## config.mk

```make
export PLATFORM = sky130hd
export DESIGN_NAME = rv_mc_controller_hs_flat
export DESIGN_NICKNAME = d
export VERILOG_FILES = /design/src/rtl/rv_mc_controller_hs_if.sv /design/src/rtl/rv_mc_controller_hs.sv /design/src/flat_wrapper.sv
export SDC_FILE = /design/constraint.sdc
export NUM_CORES = 1
export LEC_CHECK = 0
export BUFFER_PORTS_ARGS = -buffer_cell sky130_fd_sc_hd__buf_2
export CORE_AREA = 10 10 94 96
export CTS_CLUSTER_SIZE = 10
export DETAILED_ROUTE_END_ITERATION = 10
export DIE_AREA = 0 0 104 106
export PLACE_DENSITY = 0.63
export SYNTH_ARGS = -nofsm -noshare
export SYNTH_HDL_FRONTEND = slang
export SYNTH_SLANG_ARGS = --single-unit
```

## constraint.sdc

```tcl
create_clock -name clk -period 4.5 [get_ports clk]
set_input_delay 0.225 -clock clk [delete_from_list [all_inputs] [get_ports clk]]
set_output_delay 0.225 -clock clk [all_outputs]
set_load 0.05 [all_outputs]
```

## src/rtl/rv_mc_controller_hs_if.sv

```systemverilog
// Unified memory port between the multicycle controller and the memory.
// The controller raises mem_req with AdrSrc selecting the address source;
// the memory answers with mem_ready in the cycle the access completes.
interface rv_mc_controller_hs_if;
    logic mem_req;
    logic mem_ready;
    logic MemWrite;
    logic AdrSrc;

    // Controller side: drives the request, strobe and address select.
    modport master (
        output mem_req,
        output MemWrite,
        output AdrSrc,
        input  mem_ready
    );

    // Memory side: observes the request and completes it with mem_ready.
    modport slave (
        input  mem_req,
        input  MemWrite,
        input  AdrSrc,
        output mem_ready
    );
endinterface

```

## src/rtl/rv_mc_controller_hs.sv

```systemverilog
// Multicycle RV32I control unit with a ready-handshaked unified memory port.
// Memory accesses may take any number of wait states; a watchdog halts the
// core with bus_err if mem_ready never arrives. Illegal opcodes, illegal
// funct3 values and ECALL park the unit in an absorbing HALT state.
// The state register is the only FSM storage; control outputs are decoded
// from it. FETCH and MEMWRITE use mem_ready directly, so their write
// enables fire in the completion cycle itself.
module rv_mc_controller_hs #(
    parameter int TO_W    = 8,
    parameter int TIMEOUT = 200,
    parameter int CNT_W   = 32
) (
    input  logic             clk,
    input  logic             rst,
    input  logic             ZERO,
    input  logic [6:0]       OpCode,
    input  logic [2:0]       f3,
    input  logic [6:0]       f7,
    rv_mc_controller_hs_if.master mem,
    output logic             PCWrite,
    output logic             IRWrite,
    output logic [1:0]       ResultSrc,
    output logic [2:0]       ALUControl,
    output logic [1:0]       ALUSrcA,
    output logic [1:0]       ALUSrcB,
    output logic [2:0]       ImmSrc,
    output logic             RegWrite,
    output logic             halted,
    output logic             bus_err,
    output logic [CNT_W-1:0] instret
);

    // Opcodes recognised by the dispatcher.
    localparam logic [6:0] OP_LOAD  = 7'b0000011;
    localparam logic [6:0] OP_STORE = 7'b0100011;
    localparam logic [6:0] OP_RTYPE = 7'b0110011;
    localparam logic [6:0] OP_ITYPE = 7'b0010011;
    localparam logic [6:0] OP_BRNCH = 7'b1100011;
    localparam logic [6:0] OP_JAL   = 7'b1101111;
    localparam logic [6:0] OP_JALR  = 7'b1100111;
    localparam logic [6:0] OP_LUI   = 7'b0110111;

    // ALU operation encodings.
    localparam logic [2:0] ALU_ADD = 3'b000;
    localparam logic [2:0] ALU_SUB = 3'b001;
    localparam logic [2:0] ALU_AND = 3'b010;
    localparam logic [2:0] ALU_OR  = 3'b011;
    localparam logic [2:0] ALU_SLT = 3'b100;
    localparam logic [2:0] ALU_XOR = 3'b101;

    // Operand / result / immediate select encodings.
    localparam logic [1:0] SRCA_PC    = 2'b00;
    localparam logic [1:0] SRCA_OLDPC = 2'b01;
    localparam logic [1:0] SRCA_A     = 2'b10;
    localparam logic [1:0] SRCB_B     = 2'b00;
    localparam logic [1:0] SRCB_IMM   = 2'b01;
    localparam logic [1:0] SRCB_FOUR  = 2'b10;
    localparam logic [1:0] RES_ALUOUT = 2'b00;
    localparam logic [1:0] RES_DATA   = 2'b01;
    localparam logic [1:0] RES_ALURES = 2'b10;
    localparam logic [1:0] RES_IMM    = 2'b11;
    localparam logic [2:0] IMM_I      = 3'b000;
    localparam logic [2:0] IMM_S      = 3'b001;
    localparam logic [2:0] IMM_B      = 3'b010;
    localparam logic [2:0] IMM_J      = 3'b011;
    localparam logic [2:0] IMM_U      = 3'b100;

    typedef enum logic [3:0] {
        S_FETCH,
        S_DECODE,
        S_MEMADR,
        S_MEMREAD,
        S_MEMWB,
        S_MEMWRITE,
        S_EXECR,
        S_EXECI,
        S_ALUWB,
        S_BRANCH,
        S_JALRADR,
        S_JAL,
        S_LUI,
        S_HALT
    } state_t;

    state_t           r_state;
    state_t           w_next;
    logic [TO_W-1:0]  r_wd;
    logic [CNT_W-1:0] r_instret;
    logic             r_busErr;

    logic             w_memReq;
    logic             w_timeout;
    logic             w_retire;
    logic [2:0]       w_execAlu;
    logic             w_execOk;
    logic [2:0]       w_brAlu;
    logic             w_brTaken;
    logic             w_brOk;
    logic             w_unused;

    // Only bit 5 of funct7 matters (add vs sub); the rest is intentionally ignored.
    assign w_unused = ^{f7[6], f7[4:0]};

    // States that hold a memory access open.
    assign w_memReq = (r_state == S_FETCH) || (r_state == S_MEMREAD) || (r_state == S_MEMWRITE);

    // The access has waited TIMEOUT-1 cycles already and this cycle is yet another miss.
    assign w_timeout = w_memReq && !mem.mem_ready && (r_wd == TO_W'(TIMEOUT - 1));

    // An instruction retires when one of its final states hands control back to FETCH.
    assign w_retire = (w_next == S_FETCH) &&
                      ((r_state == S_MEMWB)  || (r_state == S_MEMWRITE) ||
                       (r_state == S_ALUWB)  || (r_state == S_BRANCH)   ||
                       (r_state == S_LUI));

    assign halted  = (r_state == S_HALT);
    assign bus_err = r_busErr;
    assign instret = r_instret;

    // ALU operation for R/I-type execution; unsupported funct3 values are flagged illegal.
    always_comb begin
        w_execAlu = ALU_ADD;
        w_execOk  = 1'b1;
        case (f3)
            3'b000:  w_execAlu = ((r_state == S_EXECR) && f7[5]) ? ALU_SUB : ALU_ADD;
            3'b100:  w_execAlu = ALU_XOR;
            3'b110:  w_execAlu = ALU_OR;
            3'b111:  w_execAlu = ALU_AND;
            3'b010:  w_execAlu = ALU_SLT;
            default: w_execOk  = 1'b0;
        endcase
    end

    // Branch compare operation and taken decision from funct3 and the ALU zero flag.
    always_comb begin
        w_brAlu   = ALU_SUB;
        w_brTaken = 1'b0;
        w_brOk    = 1'b1;
        case (f3)
            3'b000: begin
                w_brAlu   = ALU_SUB;
                w_brTaken = ZERO;
            end
            3'b001: begin
                w_brAlu   = ALU_SUB;
                w_brTaken = !ZERO;
            end
            3'b100: begin
                w_brAlu   = ALU_SLT;
                w_brTaken = !ZERO;
            end
            3'b101: begin
                w_brAlu   = ALU_SLT;
                w_brTaken = ZERO;
            end
            default: w_brOk = 1'b0;
        endcase
    end

    // Control decode of the current state and next-state selection; a watchdog expiry overrides both.
    always_comb begin
        PCWrite      = 1'b0;
        IRWrite      = 1'b0;
        RegWrite     = 1'b0;
        ResultSrc    = RES_ALUOUT;
        ALUControl   = ALU_ADD;
        ALUSrcA      = SRCA_PC;
        ALUSrcB      = SRCB_B;
        ImmSrc       = IMM_I;
        mem.mem_req  = 1'b0;
        mem.MemWrite = 1'b0;
        mem.AdrSrc   = 1'b0;
        w_next       = r_state;

        case (r_state)
            S_FETCH: begin
                mem.mem_req = 1'b1;
                ALUSrcA     = SRCA_PC;
                ALUSrcB     = SRCB_FOUR;
                ResultSrc   = RES_ALURES;
                if (mem.mem_ready) begin
                    IRWrite = 1'b1;
                    PCWrite = 1'b1;
                    w_next  = S_DECODE;
                end
            end
            S_DECODE: begin
                ALUSrcA = SRCA_OLDPC;
                ALUSrcB = SRCB_IMM;
                ImmSrc  = (OpCode == OP_JAL) ? IMM_J : IMM_B;
                case (OpCode)
                    OP_LOAD, OP_STORE: w_next = S_MEMADR;
                    OP_RTYPE:          w_next = S_EXECR;
                    OP_ITYPE:          w_next = S_EXECI;
                    OP_BRNCH:          w_next = S_BRANCH;
                    OP_JAL:            w_next = S_JAL;
                    OP_JALR:           w_next = S_JALRADR;
                    OP_LUI:            w_next = S_LUI;
                    default:           w_next = S_HALT;
                endcase
            end
            S_MEMADR: begin
                ALUSrcA = SRCA_A;
                ALUSrcB = SRCB_IMM;
                if (OpCode == OP_STORE) begin
                    ImmSrc = IMM_S;
                    w_next = S_MEMWRITE;
                end else begin
                    ImmSrc = IMM_I;
                    w_next = S_MEMREAD;
                end
            end
            S_MEMREAD: begin
                mem.mem_req = 1'b1;
                mem.AdrSrc  = 1'b1;
                if (mem.mem_ready) begin
                    w_next = S_MEMWB;
                end
            end
            S_MEMWB: begin
                ResultSrc = RES_DATA;
                RegWrite  = 1'b1;
                w_next    = S_FETCH;
            end
            S_MEMWRITE: begin
                mem.mem_req = 1'b1;
                mem.AdrSrc  = 1'b1;
                if (mem.mem_ready) begin
                    mem.MemWrite = 1'b1;
                    w_next       = S_FETCH;
                end
            end
            S_EXECR, S_EXECI: begin
                ALUSrcA    = SRCA_A;
                ALUSrcB    = (r_state == S_EXECI) ? SRCB_IMM : SRCB_B;
                ImmSrc     = IMM_I;
                ALUControl = w_execAlu;
                w_next     = w_execOk ? S_ALUWB : S_HALT;
            end
            S_ALUWB: begin
                ResultSrc = RES_ALUOUT;
                RegWrite  = 1'b1;
                w_next    = S_FETCH;
            end
            S_BRANCH: begin
                ALUSrcA   = SRCA_A;
                ALUSrcB   = SRCB_B;
                ResultSrc = RES_ALUOUT;
                if (w_brOk) begin
                    ALUControl = w_brAlu;
                    PCWrite    = w_brTaken;
                    w_next     = S_FETCH;
                end else begin
                    w_next = S_HALT;
                end
            end
            S_JALRADR: begin
                ALUSrcA = SRCA_A;
                ALUSrcB = SRCB_IMM;
                ImmSrc  = IMM_I;
                w_next  = S_JAL;
            end
            S_JAL: begin
                ALUSrcA   = SRCA_OLDPC;
                ALUSrcB   = SRCB_FOUR;
                ResultSrc = RES_ALUOUT;
                PCWrite   = 1'b1;
                w_next    = S_ALUWB;
            end
            S_LUI: begin
                ImmSrc    = IMM_U;
                ResultSrc = RES_IMM;
                RegWrite  = 1'b1;
                w_next    = S_FETCH;
            end
            S_HALT: begin
                w_next = S_HALT;
            end
            default: begin
                w_next = S_HALT;
            end
        endcase

        if (w_timeout) begin
            PCWrite      = 1'b0;
            IRWrite      = 1'b0;
            RegWrite     = 1'b0;
            mem.MemWrite = 1'b0;
            w_next       = S_HALT;
        end
    end

    // State register, wait-state watchdog, sticky bus error flag and retired-instruction counter.
    always_ff @(posedge clk or negedge rst) begin
        if (!rst) begin
            r_state   <= S_FETCH;
            r_wd      <= '0;
            r_instret <= '0;
            r_busErr  <= 1'b0;
        end else begin
            r_state <= w_next;
            if (w_timeout) begin
                r_busErr <= 1'b1;
            end
            if (w_retire) begin
                r_instret <= r_instret + CNT_W'(1);
            end
            if ((w_next != r_state) || mem.mem_ready) begin
                r_wd <= '0;
            end else if (w_memReq) begin
                r_wd <= r_wd + TO_W'(1);
            end
        end
    end

endmodule

```

## src/flat_wrapper.sv

```systemverilog
// flat-port wrapper written by rule: the top's interface ports become plain ports
module rv_mc_controller_hs_flat 
#(
    parameter int TO_W    = 8,
    parameter int TIMEOUT = 200,
    parameter int CNT_W   = 32
)
  (clk, rst, ZERO, OpCode, f3, f7, PCWrite, IRWrite, ResultSrc, ALUControl, ALUSrcA, ALUSrcB, ImmSrc, RegWrite, halted, bus_err, instret, mem_mem_req, mem_MemWrite, mem_AdrSrc, mem_mem_ready);
  rv_mc_controller_hs_if mem_i ();
  input  logic clk;
  input  logic rst;
  input  logic ZERO;
  input  logic [6:0] OpCode;
  input  logic [2:0] f3;
  input  logic [6:0] f7;
  output logic PCWrite;
  output logic IRWrite;
  output logic [1:0] ResultSrc;
  output logic [2:0] ALUControl;
  output logic [1:0] ALUSrcA;
  output logic [1:0] ALUSrcB;
  output logic [2:0] ImmSrc;
  output logic RegWrite;
  output logic halted;
  output logic bus_err;
  output logic [CNT_W-1:0] instret;
  output wire logic [$bits(mem_i.mem_req)-1:0] mem_mem_req;
  output wire logic [$bits(mem_i.MemWrite)-1:0] mem_MemWrite;
  output wire logic [$bits(mem_i.AdrSrc)-1:0] mem_AdrSrc;
  input wire logic [$bits(mem_i.mem_ready)-1:0] mem_mem_ready;
  assign mem_mem_req = mem_i.mem_req;
  assign mem_MemWrite = mem_i.MemWrite;
  assign mem_AdrSrc = mem_i.AdrSrc;
  assign mem_i.mem_ready = mem_mem_ready;
  rv_mc_controller_hs #(.TO_W(TO_W), .TIMEOUT(TIMEOUT), .CNT_W(CNT_W)) u_core (.clk(clk), .rst(rst), .ZERO(ZERO), .OpCode(OpCode), .f3(f3), .f7(f7), .mem(mem_i), .PCWrite(PCWrite), .IRWrite(IRWrite), .ResultSrc(ResultSrc), .ALUControl(ALUControl), .ALUSrcA(ALUSrcA), .ALUSrcB(ALUSrcB), .ImmSrc(ImmSrc), .RegWrite(RegWrite), .halted(halted), .bus_err(bus_err), .instret(instret));
endmodule
```

* After elaboration in Yosys (flattened, before gate mapping)
Cells that the tools add are included.
Storage, ports and cells: memories 0, output and inout bits 52, input port bits 21, flip-flop bits (word level) 45, latch bits 0, memory bits (read-only) 0, word-level logic and storage cells 104, memory bits (writable) 0
Cells by class: shift operators 0, add/subtract/negate cells 2, equality and inequality tests 29, $mul 0, bitwise gates (word level) 0, muxes and demuxes 38, magnitude comparators 0, reductions and logical operators 31, divide/modulo/power cells 0
Operators by type and width (count):
- $pmux 4 s10 | 1
- $add 32x1->32 const B | 1
- $pmux 4 s7 | 1
- $eq 4x4->1 const B | 6
- $eq 7x6->1 const B | 3
- $eq 7x7->1 const B | 3
- $mux 4 | 5
- $mux 1 | 17
- $eq 4x3->1 const B | 4
- $mux 8 | 2
- $reduce_or 2->1 | 8
- $pmux 3 s5 | 1
- $eq 3x3->1 const B | 4
- $mux 3 | 4
- $pmux 2 s3 | 2
- $reduce_or 5->1 | 2
- $pmux 3 s3 | 1
- $reduce_or 3->1 | 3
- $add 8x1->8 const B | 1
- $eq 4x2->1 const B | 2
- $eq 8x8->1 const B | 1
- $logic_not 4->1 | 2
- $eq 7x2->1 const B | 1
- $eq 7x5->1 const B | 1
- other kinds (14) | 24

* Depth between registers and ports, before layout
depth in word-level cells 9, mapped depth 9, gate-level depth less buffers 7

* Least setup slack after synthesis
Ideal clock, no wire load.
kind reg2out, from register u_core.r_state[0], to output port ImmSrc[0], cell stages (with the launch flop) 7, path buffers 1, data arrival time 2633 ps, required time 4275 ps, path slack 1642 ps, path through dfrtp_1 > clkbuf_1 > nor2b_1 > nand2_1 > inv_1 > nand4_1 > o21ai_0
Between the ends: longest elaborated chain between the ends 2, elaborated cells on any way between the ends 4, classes of those cells eq/ne: 3; mux: 1
Ends and longest elaborated chain:
- start, declared | RTL line rv_mc_controller_hs.sv:85 | state_t r_state;
- start signal, assigned | RTL line rv_mc_controller_hs.sv:301 | r_state <= w_next;
- $eq 4x4->1, or another cell as far along | RTL line rv_mc_controller_hs.sv:175 | case (r_state)
- $pmux 3 s3 * | RTL line rv_mc_controller_hs.sv:175
- end, declared | RTL line flat_wrapper.sv:22 | output logic [2:0] ImmSrc;
Every way passes the cells marked *; elsewhere a longest branch is shown, timed or not.

* Worst setup path in the final report
from register u_core.r_state[2], to register u_core.r_instret[24] (netlist: u_core.instret[24])
Between the ends: longest elaborated chain between the ends 8, elaborated cells on any way between the ends 30, classes of those cells eq/ne: 12; mux: 5; reduce/logical: 13
Ends and longest elaborated chain:
- parallel branches: the longest is 7 deep, another holds $pmux 4 s10
- $logic_and 1x1->1 * | RTL line rv_mc_controller_hs.sv:111 | assign w_retire = (w_next == S_FETCH) &&
- end signal, assigned | RTL line rv_mc_controller_hs.sv:306 | r_instret <= r_instret + CNT_W'(1);
- end, declared | RTL line rv_mc_controller_hs.sv:88 | logic [CNT_W-1:0] r_instret;
Mark *: on every way between the ends. A chain may end at the register's enable or synchronous reset.

==> results.yml <==
final_layout:
  final_nets: 384
  drive_gt1_share_pct: 24.6
  fin_util_pct: 45.8
  design_area_um2: 3230
  area_delta_synth_final_pct: 18.2
  final-seq-area_um2: 1130
  multi_input_area_um2: 1530
  final.fill_count: 711
  antenna_cells: 0
critical_path:
  cp-end-kind: "flop"
  path_class: "flop to flop"
  crit_required_ns: 4.73
  startpoint_type: "flop"
  crit_fanout: 20
  critPathArrivalTime_ns: 3.02
place:
  place_area_um2: 3140
  portBuffers: 66
  place_congestion: 0.845
  place_hpwl_mm: 5.24
  dp_slack_ns: 1.75
logic_synthesis:
  synth_top_area_share_pct: 41.2
  ys_warn_count: 0
  synth_edf_count: 0
  synth_area_leader_cell: "dfrtp_1"
  avgSynthCellArea_um2: 9.15
  ys_types: 51
  synth_flop_cell: "dfrtp_1"
  syn_nets: 322
  seq_area_frac_synth_pct: 41.2
  synth_most_common_cell: "dfrtp_1"
  ys_top_cells_by_count: "dfrtp_1 (45), nand2_1 (29), xnor2_1 (23)"
  syn-cell-area_um2: 2740
  synthArstFlopShare_pct: 100
  synthCells: 299
  synthTopCellsByArea: "dfrtp_1 (41%), xnor2_1 (7.4%), xor2_1 (6.1%)"
  ys_ff_latch: 45
pwr:
  power_density_nw_per_um2: 512
  p_leak_nw: 1.54
  irDropWorstVdd_mv: 0.219
route:
  viasPerCell: 5.21
  route.met2.wl_mm: 3.18
  drtAntennaViolNets: 0
  wl_mm: 7.00
  firstDrtPassIters: 4
  wl_met1_mm: 3.32
  top_layer: "met4"
  vias: 2403
  drtIter0Drc: 101
  drc: 0
  wire_per_inst_um: 15.2
  wl_met3_um: 416
clock_network:
  cts_tree: "done"
  clock-root-buffer: "clkbuf_8"
  hold_buffers: 0
  ctsHtreeMaxLevel: 2
  cts_buffers: 5
  post_cts_resize_count: 0
  clk_pin_slew_ns: 0.10
  clockBufferDepth: 2
  postCtsSetupBuffers: 0
  cts_sinks: 45
  clkLatencyLatePin_ns: 0.31
timing:
  setup_violations: 0
  worst_clock_skew_ns: 0.0142
  finalCritPeriodShare_pct: 62.0
  setup_ws_ns: 1.71
  post-route-min-period_ns: 2.79
  report.final.slew_viol_count: 0
  grt_setup_unrepaired: "no"
  worstMarginPinSlew_ns: 0.983
  fin_tns_setup_ns: 0
  relSlewSlack_pct: 34.5
  final-hold-violation-count: 0
  max_freq_ghz: 0.358
  fin_hold_ws_ns: 0.0797
global_route:
  grt_pass1_wl_mm: 12.2
  antenna_found_initial: 0
  grt_pass1_vias: 2498
  grt-ovfl-total: 0
  grt_start_max_net_pins: 46
  grt_usage_pct: 12.9
floorplanning:
  ios: 73
  die_h_um: 106
  dieArea_um2: 11000
  start_util_pct: 38.7
  die_w_um: 104
  std_cell_rows: 31
  core_region_area_um2: 7060
status:
  status: "complete, no violations"
job:
  drv_cap: 0
hold_path:
  hp-class: "primary input to asynchronous set/reset pin"
layer usage:
| layer | GRT usage [%] | up-vias |
|---|---|---|
| li1 | - | 1189 |
| met1 | 16.4 | 1139 |
| met2 | 21.1 | 68 |
| met3 | 3.56 | 7 |
| met4 | 3.68 | 0 |
| met5 | 0 | - |
worst paths after layout:
kind / start / to / slack [ns] / cells after the start
setup / recovery: u_core.r_state[2]$_DFF_PN0_ / u_core.instret[24]$_DFFE_PN0P_ / 1.71 / 6
hold / removal: rst / u_core.bus_err$_DFFE_PN0P_ / 0.08 / 1
setup reg to reg: u_core.r_state[2]$_DFF_PN0_ / u_core.instret[24]$_DFFE_PN0P_ / 1.71 / 6
hold reg to reg: u_core.bus_err$_DFFE_PN0P_ / u_core.bus_err$_DFFE_PN0P_ / 0.47 / 1
max in group asynchronous: rst / u_core.instret[0]$_DFFE_PN0P_ / 3.81 / 1
min in group clk: OpCode[4] / u_core.r_state[0]$_DFF_PN0_ / 0.42 / 5
final cells by class:
cell class | count | share of cell area, %
clock buffer | 5 | 2.13
multi-input combinational | 235 | 47.3
sequential | 45 | 34.8
tap | 99 | 3.83
clock inverter | 3 | 0.774
inverter | 8 | 0.929
timing repair buffer | 66 | 10.2
layout by cell type (no fill, tap or decap), types with 2 or more instances in the layout:
cell and instances:
a21boi_0 2, a21oi_1 9, a221oi_1 3, a31o_2 2, and2_1 6, and3_1 9, and4_1 5, buf_2 66
clkbuf_8 5, dfrtp_1 45, ha_1 2, inv_1 8, mux2_2 2, nand2_1 29, nand2b_1 6, nand3_1 18
nand3b_1 2, nand4_1 14, nand4b_1 2, nor2_1 19, nor2b_1 4, nor3_1 20, nor3_2 2, nor4_1 3
o21ai_0 7, or2_0 2, or2_2 4, or3_1 2, xnor2_1 23, xor2_1 19
logic make-up after synthesis:
| logic type | synth area share [%] |
|---|---|
| DFF | 41.2 |
| adders and majority gates | 0.915 |
| and+or+nand+nor | 31.3 |
| xor gates and xnor gates | 13.4 |
| buffers and inverters | 2.97 |
| muxes | 1.19 |
| AOI/OAI and AO/OA | 8.97 |
power breakdown:
| group | internal [mW] | switching, mW | leakage [nW] |
|---|---|---|---|
| combinational | 0.230 | 0.615 | 0.900 |
| clock | 0.112 | 0.148 | 0.0447 |
| sequential | 0.447 | 0.101 | 0.598 |
| total | 0.789 | 0.864 | 1.54 |
sequential cells by signal, indices dropped and copies added, names as in the netlist:
name,count
u_core.bus_err,1
u_core.instret,32
u_core.r_state,4
u_core.r_wd,8
worst max-delay path, cell delays in order (launching register included):
cell and delay (ns):
dfrtp_1 0.60, nor2b_1 0.28, and4_1 0.23, nor3_1 0.50, nand4_1 0.52, nor4_4 0.41
xor2_1 0.16
metrics by stage:
| stage | instances | power, mW |
|---|---|---|
| floorplan | 299 | 1.20 |
| global placement | 453 | 1.40 |
| detailed placement | 453 | 1.41 |
| CTS | 461 | 1.67 |
| global route | 461 | 1.77 |
| finish | 461 | 1.65 |
Note: power is estimated with default switching activity, not from simulation.
